<file path="config.mk">
export PLATFORM = sky130hd
export DESIGN_NAME = data_mem_arbiter
export DESIGN_NICKNAME = d
export VERILOG_FILES = /design/src/rtl/data_mem_arbiter.sv
export SDC_FILE = /design/constraint.sdc
export NUM_CORES = 1
export LEC_CHECK = 0
export BUFFER_PORTS_ARGS = -buffer_cell sky130_fd_sc_hd__clkbuf_2
export CORE_ASPECT_RATIO = 0.6
export CORE_MARGIN = 1
export CORE_UTILIZATION = 39
export CTS_CLUSTER_SIZE = 20
export DETAILED_ROUTE_END_ITERATION = 10
export PLACE_DENSITY_LB_ADDON = 0.3
export SLEW_MARGIN = 30
export SYNTH_ARGS = -nofsm -noshare
export SYNTH_HDL_FRONTEND = slang
export SYNTH_SLANG_ARGS = --single-unit
</file>
<file path="constraint.sdc">
create_clock -name clk -period 1.7 [get_ports clk]
set_input_delay 0.34 -clock clk [delete_from_list [all_inputs] [get_ports clk]]
set_output_delay 0.34 -clock clk [all_outputs]
set_load 0.01 [all_outputs]
</file>
<file path="src/rtl/data_mem_arbiter.sv">
// Arbitrates CORE_COUNT cores onto one single-port data memory: IDLE -> ISSUE -> RESP per access.
// Round-robin by default; define DATA_MEM_ARB_FIXED_PRIO_EN for lowest-index-wins priority.
module data_mem_arbiter #(
   parameter int CORE_COUNT          = 4,
   parameter int REG_WIDTH           = 12,
   parameter int DATA_MEM_ADDR_WIDTH = 12
) (
   input  logic                                      clk,
   input  logic                                      rstN,
   input  logic [CORE_COUNT-1:0]                     coreReq,
   input  logic [CORE_COUNT-1:0]                     coreWrEn,
   input  logic [DATA_MEM_ADDR_WIDTH*CORE_COUNT-1:0] coreAddr,
   input  logic [REG_WIDTH*CORE_COUNT-1:0]           coreDataIn,
   output logic [CORE_COUNT-1:0]                     coreAck,
   output logic [REG_WIDTH-1:0]                      coreDataOut,
   output logic [DATA_MEM_ADDR_WIDTH-1:0]            memAddr,
   output logic [REG_WIDTH-1:0]                      memDataIn,
   output logic                                      memWrEn,
   input  logic [REG_WIDTH-1:0]                      memDataOut,
   output logic                                      busy
);

   localparam int IDX_W = (CORE_COUNT > 1) ? $clog2(CORE_COUNT) : 1;

   typedef enum logic [1:0] {IDLE, ISSUE, RESP} state_t;

   state_t                         state;
   logic [IDX_W-1:0]               win_idx;
   logic                           win_wr;
   logic [IDX_W-1:0]               grant_idx;
   logic [DATA_MEM_ADDR_WIDTH-1:0] addr_arr [CORE_COUNT];
   logic [REG_WIDTH-1:0]           data_arr [CORE_COUNT];

   for (genvar g = 0; g < CORE_COUNT; g++) begin : g_unpack
      assign addr_arr[g] = coreAddr[DATA_MEM_ADDR_WIDTH*g +: DATA_MEM_ADDR_WIDTH];
      assign data_arr[g] = coreDataIn[REG_WIDTH*g +: REG_WIDTH];
   end

`ifdef DATA_MEM_ARB_FIXED_PRIO_EN
   function automatic logic [IDX_W-1:0] pick_fixed(input logic [CORE_COUNT-1:0] req);
      pick_fixed = '0;
      for (int i = CORE_COUNT - 1; i >= 0; i--) begin
         if (req[i]) pick_fixed = IDX_W'(i);
      end
   endfunction

   assign grant_idx = pick_fixed(coreReq);
`else
   logic [IDX_W-1:0] ptr;

   // First requester at or after base, scanning upward with wrap.
   function automatic logic [IDX_W-1:0] pick_rr(input logic [CORE_COUNT-1:0] req,
                                                input logic [IDX_W-1:0]      base);
      logic [IDX_W:0] cand;
      logic           found;
      pick_rr = base;
      found   = 1'b0;
      for (int off = 0; off < CORE_COUNT; off++) begin
         cand = {1'b0, base} + (IDX_W+1)'(off);
         if (cand >= (IDX_W+1)'(CORE_COUNT)) cand = cand - (IDX_W+1)'(CORE_COUNT);
         if (!found && req[cand[IDX_W-1:0]]) begin
            found   = 1'b1;
            pick_rr = cand[IDX_W-1:0];
         end
      end
   endfunction

   assign grant_idx = pick_rr(coreReq, ptr);
`endif

   always_ff @(posedge clk or negedge rstN) begin
      if (!rstN) begin
         state       <= IDLE;
         busy        <= 1'b0;
         win_idx     <= '0;
         win_wr      <= 1'b0;
         coreAck     <= '0;
         coreDataOut <= '0;
         memAddr     <= '0;
         memDataIn   <= '0;
         memWrEn     <= 1'b0;
`ifndef DATA_MEM_ARB_FIXED_PRIO_EN
         ptr         <= '0;
`endif
      end else begin
         coreAck <= '0;
         memWrEn <= 1'b0;
         case (state)
            IDLE: begin
               if (|coreReq) begin
                  state     <= ISSUE;
                  busy      <= 1'b1;
                  win_idx   <= grant_idx;
                  win_wr    <= coreWrEn[grant_idx];
                  memAddr   <= addr_arr[grant_idx];
                  memDataIn <= data_arr[grant_idx];
                  // Registered here so the strobe is high for exactly the ISSUE cycle.
                  memWrEn   <= coreWrEn[grant_idx];
               end
            end
            ISSUE: begin
               state <= RESP;
`ifndef DATA_MEM_ARB_FIXED_PRIO_EN
               ptr   <= (win_idx == IDX_W'(CORE_COUNT - 1)) ? '0 : win_idx + 1'b1;
`endif
            end
            RESP: begin
               state            <= IDLE;
               busy             <= 1'b0;
               coreAck[win_idx] <= 1'b1;
               if (!win_wr) coreDataOut <= memDataOut;
            end
            default: begin
               state <= IDLE;
               busy  <= 1'b0;
            end
         endcase
      end
   end

endmodule

</file>
==> impl_metrics.tcl <==
set metrics [dict create \
    port_buffers 159 \
    ir_worst_vdd_mv 1.11 \
    synth_top_flop_cell "dfrtp_1" \
    critPathLaunchType "register" \
    numCtsBuffers 5 \
    grt_max_degree 50 \
    avgSynthCellArea_sq_um 12.3 \
    cp.required_ns 1.86 \
    grt_pass1_wl_um 13900 \
    path_clk_slew_ns 0.07 \
    finalCriticalPeriod_ns 1.84 \
    overflow 0 \
    setup_slack_ns -0.141 \
    die-area_sq_um 8160 \
    viasPerCell 5.12 \
    num_vias 2767 \
    dr.first_iter.drc_count 111 \
    diodes 0 \
    synth-seq-cells 49 \
    tightest_slew_ns 0.402 \
    synth_top_area_share_pct 40.3 \
    hold_class "in -> async" \
    dr.pass1.iters 4 \
    whs_ns 0.0338 \
    cts_root_buffer "clkbuf_16" \
    ys_async_sr_fraction_pct 100 \
    synth_warnings 0 \
    p_leak_nw 2.17 \
    die_w_um 116 \
    wl_um 9320 \
    layout-drive-gt1-share_pct 67.4 \
    rsz0062_at_grt "yes" \
    antenna_found_initial 0 \
    first_global_vias 2793 \
    cts_tree "done" \
    yosysMostFrequentCell "dfrtp_1" \
    clock_sinks 49 \
    yosysSeqAreaShare_pct 40.3 \
    netlist_top_cells_area "dfrtp_1 (40%), a2111oi_2 (9.9%), mux2i_1 (8.6%), a211oi_2 (8.2%), mux2_2 (5.2%)" \
    fin_crit_sh_pct 108 \
    synth_enable_flop_cells 0 \
    post-place-cells 522 \
    skew_ns 0.00637 \
    status "complete, but fails checks" \
    critPathCaptureType "register" \
    h-tree-depth 2 \
    syn_inst 247 \
    violations "setup timing" \
    route.detailed.drc 0 \
    worstPathMaxFanout 9 \
    final_antenna_net_count 0 \
    synthTopCellsByCount "dfrtp_1 (49), nor2_1 (27), mux2i_1 (26), a2111oi_2 (20), a211oi_2 (20)" \
    cap_violations 0 \
    nets 557 \
    hpwl_um 6460 \
    setup_violations 26 \
    synth_top_area_cell "dfrtp_1" \
    rows 24 \
    gp_congestion 0.919 \
    fmax_mhz 543 \
    track_usage_pct 22.2 \
    routedWlPerCell_um 17.3 \
    clock_latency_ns 0.29 \
    final_hold_viol_count 0 \
    crit_type "reg -> reg" \
    slew_headroom_pct 73.0 \
    boundaryPins 160 \
    finalPower_mw 8.64 \
    power.density_nw_per_um2 1810 \
    die_h_um 70.4 \
    clock_path_buffers 2 \
    fin_cells 540 \
    cp.arrival_ns 2.01 \
    initial_core_util_pct 41.2 \
    syn2layout_area_growth_pct 57.1 \
    synthesis.nets 369 \
    yosysUniqueCellTypes 41 \
    core_sq_um 7390 \
    synth_area_sq_um 3040 \
    slew_viol_final 0 \
]
-- final cells by class --
cell class,instances,area (sq um)
timing repair buffer,200,1310
fill,596,2610
clock inverter,1,30.0
inverter,5,18.8
sequential,49,1230
multi-input combinational,174,1920
clock buffer,7,143
tap,104,130
-- worst max-delay path, cell delays in order (launching register included) --
cell and delay, ns:
dfrtp_2 0.45, nand2b_4 0.07, a221oi_4 0.37, buf_4 0.21, buf_12 0.12, a21boi_1 0.10
a2111oi_4 0.31, a211oi_2 0.07
-- final timing paths --
kind,startpoint,endpoint,slack [ns],cells past startpoint
max reg2reg,ptr[0],memAddr[10],-0.14,7
min in group clk,memDataOut[0],coreDataOut[0],0.28,2
max in group asynchronous,rstN,ptr[0],1.40,2
min reg2reg,coreDataOut[0],coreDataOut[0],0.51,1
max,ptr[0],memAddr[10],-0.14,7
min,rstN,memDataIn[10],0.03,2
-- state kept, by name, summed over array words and instances, names as in the netlist --
| name | flops |
|---|---|
| coreAck | 4 |
| win_idx | 2 |
| memWrEn | 1 |
| state | 2 |
| memAddr | 12 |
| ptr | 2 |
| win_wr | 1 |
| memDataIn | 12 |
| coreDataOut | 12 |
| busy | 1 |
-- cells by family (layout without fill, tap and decap cells) --
logic type	Yosys count	after routing	synth area share, %
AOI/OAI and AO/OA	83	83	30.1
adders and majority gates	4	4	1.65
buffers and inverters	24	213	6.54
DFF	49	49	40.3
muxes	40	40	13.7
and+or+nand+nor	47	47	7.65
-- repair_timing --
action                     in CTS  in global routing
resized for setup              24                 30
setup buffers                   4                  4
setup endpoints to repair      26                 28
pin swaps                      17                 13
gates cloned                    2                  1
hold buffers                    0                  0
-- stage by stage --
stage	utilization (%)	worst slack, ns	cell area [sq um]	TNS (ns)
after global routing	64.7	-0.212	4780	-3.94
final	64.7	-0.141	4780	-1.84
after floorplan	-	-0.0139	3060	-0.0374
after global placement	56.0	-0.209	4140	-4.40
after CTS	60.6	-0.140	4480	-2.48
after detailed placement	56.0	-0.293	4140	-6.22
-- placed cells by master, fill, tap and decap left out, types with 2 or more instances in the layout --
cell type and n:
mux2_2 14, dfrtp_2 2, dfrtp_1 47, buf_16 2, mux2i_2 6, a211oi_2 22
clkbuf_2 159, ha_1 4, nand2_1 3, a21boi_0 2, a21boi_2 4, a2111oi_4 14
a211oi_1 2, nor2b_1 4, nor2_1 27, o21ai_0 3, and2_4 2, o22ai_4 2
buf_12 10, buf_6 4, mux2i_1 19, clkbuf_16 6, inv_1 4, a21boi_1 18
a2111oi_2 10, and2_1 4, buf_4 23
-- per-layer routing --
metal / track usage, % / routed length [um] / part of all wire [%]
met5: 0 / 0 / 0
met2: 34.5 / 4510 / 48
met4: 5.70 / 106 / 1.1
met3: 5.12 / 556 / 6.0
met1: 30.9 / 4150 / 44
-- report_power, final --
| part | total [mW] | internal, mW | switching, mW |
|---|---|---|---|
| sequential | 2.09 | 1.74 | 0.353 |
| clock | 1.17 | 0.736 | 0.434 |
| combinational | 5.37 | 2.62 | 2.75 |
| total | 8.64 | 5.10 | 3.54 |
Power figures use the tool's default switching activity.
